<file path="config.mk">
export PLATFORM = sky130hd
export DESIGN_NAME = vga_pattern_gen
export DESIGN_NICKNAME = d
export VERILOG_FILES = /design/src/rtl/vga_pattern_gen.sv
export SDC_FILE = /design/constraint.sdc
export NUM_CORES = 1
export LEC_CHECK = 0
export CAP_MARGIN = 10
export CORE_ASPECT_RATIO = 0.5
export CORE_MARGIN = 2
export CORE_UTILIZATION = 48
export CTS_CLUSTER_DIAMETER = 120
export DETAILED_ROUTE_END_ITERATION = 10
export HOLD_SLACK_MARGIN = 0.06
export PLACE_DENSITY = 0.73
export SYNTH_ARGS = -nofsm -noshare
export SYNTH_HDL_FRONTEND = slang
export SYNTH_SLANG_ARGS = --single-unit
</file>
<file path="constraint.sdc">
create_clock -name clk -period 2.61 [get_ports clk]
set_clock_uncertainty 0.05 [all_clocks]
set_input_delay 0.261 -clock clk [delete_from_list [all_inputs] [get_ports clk]]
set_output_delay 0.261 -clock clk [all_outputs]
set_load 0.05 [all_outputs]
</file>
<file path="src/rtl/vga_pattern_gen.sv">
// ============================================================================
//  Module      : vga_pattern_gen
//  Description : VGA raster timing generator with a runtime-selectable test
//                pattern (colour bars, checkerboard, solid colour, moving
//                block). Produces one RGB565 stream with hs/vs/de. Every
//                output is registered one clock behind the raster counters.
//  Revision    : 1.0 - initial release
// ============================================================================
`default_nettype none

module vga_pattern_gen #(
    parameter int   H_ACTIVE = 640,
    parameter int   H_FP     = 16,
    parameter int   H_SYNC   = 96,
    parameter int   H_BP     = 48,
    parameter int   V_ACTIVE = 480,
    parameter int   V_FP     = 10,
    parameter int   V_SYNC   = 2,
    parameter int   V_BP     = 33,
    parameter logic SYNC_POL = 1'b0
) (
    input  logic        clk,
    input  logic        rst,
    input  logic [1:0]  pat_sel,
    input  logic [15:0] solid_rgb,
    output logic        hs_out,
    output logic        vs_out,
    output logic        de_out,
    output logic [15:0] vga_out,
    output logic        frame_start
);

    // ------------------------------------------------------------------------
    // Derived geometry
    // ------------------------------------------------------------------------
    localparam int H_TOTAL = H_ACTIVE + H_FP + H_SYNC + H_BP;
    localparam int V_TOTAL = V_ACTIVE + V_FP + V_SYNC + V_BP;
    localparam int HW      = $clog2(H_TOTAL);
    localparam int VW      = $clog2(V_TOTAL);
    localparam int BAR_W   = H_ACTIVE / 8;
    localparam int RW      = (BAR_W > 1) ? $clog2(BAR_W) : 1;

    localparam logic [HW-1:0] c_H_LAST    = HW'(H_TOTAL - 1);
    localparam logic [VW-1:0] c_V_LAST    = VW'(V_TOTAL - 1);
    localparam logic [HW-1:0] c_H_ACT     = HW'(H_ACTIVE);
    localparam logic [VW-1:0] c_V_ACT     = VW'(V_ACTIVE);
    localparam logic [HW-1:0] c_HS_FIRST  = HW'(H_ACTIVE + H_FP);
    localparam logic [HW-1:0] c_HS_LAST   = HW'(H_ACTIVE + H_FP + H_SYNC - 1);
    localparam logic [VW-1:0] c_VS_FIRST  = VW'(V_ACTIVE + V_FP);
    localparam logic [VW-1:0] c_VS_LAST   = VW'(V_ACTIVE + V_FP + V_SYNC - 1);
    localparam logic [RW-1:0] c_BAR_LAST  = RW'(BAR_W - 1);

    // Moving block: 64x64, vertically centred, left edge steps 4 px per frame
    localparam logic [VW-1:0] c_BY_FIRST  = VW'(V_ACTIVE / 2 - 32);
    localparam logic [VW-1:0] c_BY_LAST   = VW'(V_ACTIVE / 2 + 31);
    localparam logic [HW:0]   c_BX_LIMIT  = (HW+1)'(H_ACTIVE - 64);
    localparam logic [HW:0]   c_BX_STEP   = (HW+1)'(4);
    localparam logic [HW:0]   c_BLK_W     = (HW+1)'(64);

    // Pattern codes
    localparam logic [1:0] c_PAT_BARS  = 2'd0;
    localparam logic [1:0] c_PAT_CHECK = 2'd1;
    localparam logic [1:0] c_PAT_SOLID = 2'd2;
    localparam logic [1:0] c_PAT_BLOCK = 2'd3;

    // ------------------------------------------------------------------------
    // State
    // ------------------------------------------------------------------------
    logic [HW-1:0] r_h_cnt;
    logic [VW-1:0] r_v_cnt;
    logic [RW-1:0] r_bar_run;     // position inside the current colour bar
    logic [2:0]    r_bar_idx;     // which of the 8 bars h_cnt is in
    logic [1:0]    r_pat_q;       // pattern latched at the start of the frame
    logic [7:0]    r_frame_cnt;
    logic [HW-1:0] r_bx;          // left edge of the moving block

    logic          w_frame_first;
    logic          w_frame_last;
    logic          w_line_last;
    logic [1:0]    w_pat;
    logic          w_de;
    logic          w_hs_act;
    logic          w_vs_act;
    logic          w_in_block;
    logic [HW:0]   w_bx_inc;
    logic [HW-1:0] w_bx_next;
    logic [15:0]   w_bar_rgb;
    logic [15:0]   w_rgb;

    assign w_line_last   = (r_h_cnt == c_H_LAST);
    assign w_frame_first = (r_h_cnt == '0) && (r_v_cnt == '0);
    assign w_frame_last  = w_line_last && (r_v_cnt == c_V_LAST);

    // Pixel (0,0) already belongs to the new frame, so it uses the selector
    // value being latched in this very cycle rather than the stale copy.
    assign w_pat = w_frame_first ? pat_sel : r_pat_q;

    assign w_de     = (r_h_cnt < c_H_ACT) && (r_v_cnt < c_V_ACT);
    assign w_hs_act = (r_h_cnt >= c_HS_FIRST) && (r_h_cnt <= c_HS_LAST);
    assign w_vs_act = (r_v_cnt >= c_VS_FIRST) && (r_v_cnt <= c_VS_LAST);

    assign w_in_block = ({1'b0, r_h_cnt} >= {1'b0, r_bx}) &&
                        ({1'b0, r_h_cnt} <  ({1'b0, r_bx} + c_BLK_W)) &&
                        (r_v_cnt >= c_BY_FIRST) && (r_v_cnt <= c_BY_LAST);

    // Wrap the block back to the left once the next step would push it
    // past the right edge of the active area.
    assign w_bx_inc  = {1'b0, r_bx} + c_BX_STEP;
    assign w_bx_next = (w_bx_inc > c_BX_LIMIT) ? '0 : w_bx_inc[HW-1:0];

    // Raster counters plus the run-length bar tracker that follows h_cnt
    always_ff @(posedge clk or posedge rst) begin
        if (rst) begin
            r_h_cnt   <= '0;
            r_v_cnt   <= '0;
            r_bar_run <= '0;
            r_bar_idx <= '0;
        end else if (w_line_last) begin
            r_h_cnt   <= '0;
            r_bar_run <= '0;
            r_bar_idx <= '0;
            r_v_cnt   <= (r_v_cnt == c_V_LAST) ? '0 : r_v_cnt + 1'b1;
        end else begin
            r_h_cnt <= r_h_cnt + 1'b1;
            if (r_bar_run == c_BAR_LAST) begin
                r_bar_run <= '0;
                r_bar_idx <= r_bar_idx + 1'b1;
            end else begin
                r_bar_run <= r_bar_run + 1'b1;
            end
        end
    end

    // Per-frame state: pattern latch, frame counter and block position
    always_ff @(posedge clk or posedge rst) begin
        if (rst) begin
            r_pat_q     <= '0;
            r_frame_cnt <= '0;
            r_bx        <= '0;
        end else begin
            if (w_frame_first) begin
                r_pat_q <= pat_sel;
            end
            if (w_frame_last) begin
                r_frame_cnt <= r_frame_cnt + 1'b1;
                r_bx        <= w_bx_next;
            end
        end
    end

    // Colour-bar palette indexed by the run-length bar counter
    always_comb begin
        w_bar_rgb = 16'h0000;
        case (r_bar_idx)
            3'd0:    w_bar_rgb = 16'hFFFF;
            3'd1:    w_bar_rgb = 16'hFFE0;
            3'd2:    w_bar_rgb = 16'h07FF;
            3'd3:    w_bar_rgb = 16'h07E0;
            3'd4:    w_bar_rgb = 16'hF81F;
            3'd5:    w_bar_rgb = 16'hF800;
            3'd6:    w_bar_rgb = 16'h001F;
            default: w_bar_rgb = 16'h0000;
        endcase
    end

    // Pattern select; blanking forces black outside the active area
    always_comb begin
        w_rgb = 16'h0000;
        case (w_pat)
            c_PAT_BARS:  w_rgb = w_bar_rgb;
            c_PAT_CHECK: w_rgb = (r_h_cnt[5] ^ r_v_cnt[5]) ? 16'hFFFF : 16'h0000;
            c_PAT_SOLID: w_rgb = solid_rgb;
            c_PAT_BLOCK: w_rgb = w_in_block ? 16'hF800 : 16'h001F;
            default:     w_rgb = 16'h0000;
        endcase
        if (!w_de) begin
            w_rgb = 16'h0000;
        end
    end

    // Output register stage: all video outputs share one clock of latency
    always_ff @(posedge clk or posedge rst) begin
        if (rst) begin
            hs_out      <= ~SYNC_POL;
            vs_out      <= ~SYNC_POL;
            de_out      <= 1'b0;
            vga_out     <= 16'h0000;
            frame_start <= 1'b0;
        end else begin
            hs_out      <= w_hs_act ? SYNC_POL : ~SYNC_POL;
            vs_out      <= w_vs_act ? SYNC_POL : ~SYNC_POL;
            de_out      <= w_de;
            vga_out     <= w_rgb;
            frame_start <= w_frame_first;
        end
    end

endmodule

`default_nettype wire

</file>
==> impl_metrics.toml <==
[sta]
slew_headroom_pct = 61.8
hold_ws_ns = 0.268
worstMarginPinSlew_ns = 0.572
finalHoldViolCount = 0
fin_crit_sh_pct = 97.2
rsz0062_at_grt = "yes"
fmax_ghz = 0.394
setup_viol = 0
fin_crit_ns = 2.54
drv_slew = 0

[floorplan]
rows = 21
start_util_pct = 49.1
die_x_um = 120
coreArea_um2 = 6600
floorplan.io_pins = 40
die-area_um2 = 7460
die_y_um = 62.1

[routing]
via_per_inst = 5.40
via_count = 2621
drt_iter0_markers = 154
drtPass1Iterations = 4
wl_mm = 7.23
wl_per_cell_um = 14.9
route.detailed.drc = 0
drt.antenna.violating_nets = 0

[logic_synthesis]
ys_warn_count = 0
syn_area_per_cell_um2 = 9.96
synth_edf_count = 0
synth_async_sr_flop_share_pct = 100
synth_cell_types = 51
ys.flop_type = "dfrtp_1"
ys_ff_latch = 60
netlist_area_um2 = 3240
synth_cells = 325
syn_nets = 369
ys_seq_area_share_pct = 46.5

[grt]
grt_use_met3_pct = 5.66
busiest_layer = "met2"
grt_start_max_net_pins = 37
antenna_found_initial = 0
grtUsageMet2_pct = 35.3
grtUsageTotal_pct = 20.3
grt_pass1_vias = 2469
grt_first_pass_wirelength_mm = 11.5
grt_overflow = 0
use_met1_pct = 24.7

[layout]
area_delta_synth_final_pct = 31.7
fin_cells = 485
final_common_cell = "dfrtp_1"
final_cell_mix = "57 x dfrtp_1, 39 x clkdlybuf4s50_1, 35 x nand2_1"
nets = 432
num_antenna_cells = 0
drive_gt1_share_pct = 14.2
fillers = 499

[pwr]
p_leak_nw = 1.85
finalPower_mw = 2.52
irDropWorstVdd_uv = 298
p_seq_share_pct = 37.9
p_clk_share_pct = 54.7
p_int_mw = 1.98
pwr_density_cell_nw_per_um2 = 591
p_comb_share_pct = 7.4
netSwitchingPower_mw = 0.538
swShare_pct = 21.4

[place]
gp_congestion = 0.849
dp_hpwl_mm = 5.05
dpl.cell_count = 464
numPortBuffers = 39

[flow_run]
cap_violations = 0

[cts]
cts_made_buffers = 9
clk_latency_ns = 0.33
cts_hold_buf = 0
clk_pin_slew_worst_paths_ns = 0.05
clock_path_buffers = 2
htreeDepth = 3
clock_sinks = 60
cts_tree = "done"
clockRootBuffer = "clkbuf_16"

[critical_path]
cp_slowest_cell = "or4b_4"
path_class = "flop to flop"
endpoint_kind = "flop"
critPathLaunch = "r_h_cnt[1]"
path_cells = "inv_1, ha_1, or4b_4, nor3_4, mux2i_2, inv_2, o41ai_4, a31oi_1"
cp_max_fo = 5
cpPeakStageDelay_ns = 0.48
cp.buffers_inverters = 2
critPathArrivalTime_ns = 2.68
r2r-start = "r_h_cnt[1]"
start_kind = "flop"
crit_family = "simple AND/OR/NAND/NOR gates"
crit_required_ns = 2.75

[worst_hold_path]
min_path_type = "input pin to async pin"

[status]
status = "finished clean"
==> final timing paths <==
check,endpoint,slack [ns],cells past startpoint
hold reg to reg,r_bar_run[0],0.44,1
hold / removal,r_h_cnt[1],0.27,2
max in group asynchronous,vs_out,1.59,3
setup / recovery,vga_out[15],0.07,8
min in group clk,vga_out[5],0.43,3
setup reg to reg,vga_out[15],0.07,8
==> what timing repair did <==
action / in CTS / in global routing
resized for setup: 0 / 8
setup endpoints to repair: 0 / 16
buffers inserted: 0 / 5
==> flip-flops by register name, indices dropped and copies added, names as in the netlist <==
name         cells
vga_out         16
r_h_cnt         10
r_v_cnt         10
r_bx             8
r_bar_run        7
r_bar_idx        3
r_pat_q          2
de_out           1
frame_start      1
hs_out           1
vs_out           1
==> cell type report <==
| type | count | area (um^2) | share of cell area (%) |
|---|---|---|---|
| Clock buffer | 10 | 239 | 5.61 |
| Clock inverter | 6 | 111 | 2.61 |
| Inverter | 22 | 82.6 | 1.94 |
| Multi-Input combinational cell | 235 | 1640 | 38.6 |
| Sequential cell | 60 | 1510 | 35.3 |
| Tap cell | 92 | 115 | 2.70 |
| Timing Repair Buffer | 60 | 564 | 13.2 |
==> synthesized netlist by cell type, types with 2 or more instances <==
master     instances  share of area, %
o41ai_2            2               1.0
dfstp_2            2               1.6
mux2i_1            3              0.93
a31oi_1           11               2.1
ha_1              24               9.3
o22ai_1            3              0.58
nand2_1           35               4.1
a211oi_1           2              0.46
o21a_1             2              0.46
xor2_1            11               3.0
xnor2_1           14               3.8
inv_1             22               2.6
nand2b_1           4              0.77
and3_1             6               1.2
a21o_1             5               1.2
nor2_1            26               3.0
or3_1              3              0.58
nor2b_1            3              0.58
a21oi_1           10               1.5
o31ai_1            2              0.46
o211ai_1           2              0.46
buf_2              2              0.31
or4_1              2              0.46
nand3_1           14               2.2
nor3_1             7               1.1
o21ai_0           12               1.9
clkbuf_1           4              0.46
o2bb2ai_1          2              0.54
nand4_1            6               1.2
nand3b_1           3              0.70
nor4b_1            2              0.54
nor4_1             3              0.58
dfrtp_1           58                45
==> metal layers <==
layer	wire length, um	vias to the layer above	part of all wire [%]
met3	371	16	5.1
met5	0	-	0
met1	3170	1270	44
met4	132	0	1.8
li1	-	1270	-
met2	3560	65	49
==> power by group through the flow <==
stage	logic (mW)	clock network [mW]	registers, mW
5_1_grt	0.197	1.45	0.956
3_5_place_dp	0.180	0	0.971
2_1_floorplan	0.0397	0	1.03
3_3_place_gp	0.176	0	0.970
4_1_cts	0.181	1.40	0.955
6_report	0.186	1.38	0.955
==> worst reg2reg max path, delay by kind of cell, from the launching register on <==
kind | cells | cell delay (ns)
buffers and inverters | 2 | 0.20
AO/OA/AOI/OAI | 2 | 0.50
adder cells (fa/ha/maj) | 1 | 0.13
multiplexers | 1 | 0.33
flip-flops | 1 | 0.40
AND/OR/NAND/NOR | 2 | 0.80
==> stage by stage <==
step                      utilization [%]  setup TNS [ns]  setup WS, ns  cell area [um^2]
after global placement               58.2               0         0.168              3840
after global routing                 64.6          -0.386       -0.0644              4260
after CTS                            63.5               0        0.0161              4190
after floorplan                         -               0       0.00406              3240
after detailed placement             58.2               0        0.0706              3840
final                                64.6               0        0.0727              4260
==> cell families (layout without fill, tap and decap cells) <==
| family | Yosys count | count (layout) | synth area share [%] |
|---|---|---|---|
| AND/OR/NAND/NOR | 124 | 124 | 20.3 |
| flip-flops | 60 | 60 | 46.5 |
| AO/OA/AOI/OAI | 58 | 58 | 12.0 |
| buffers and inverters | 30 | 98 | 3.83 |
| XOR/XNOR | 25 | 25 | 6.76 |
| adder cells (fa/ha/maj) | 24 | 24 | 9.28 |
| multiplexers | 4 | 4 | 1.35 |
Power figures use the tool's default switching activity.
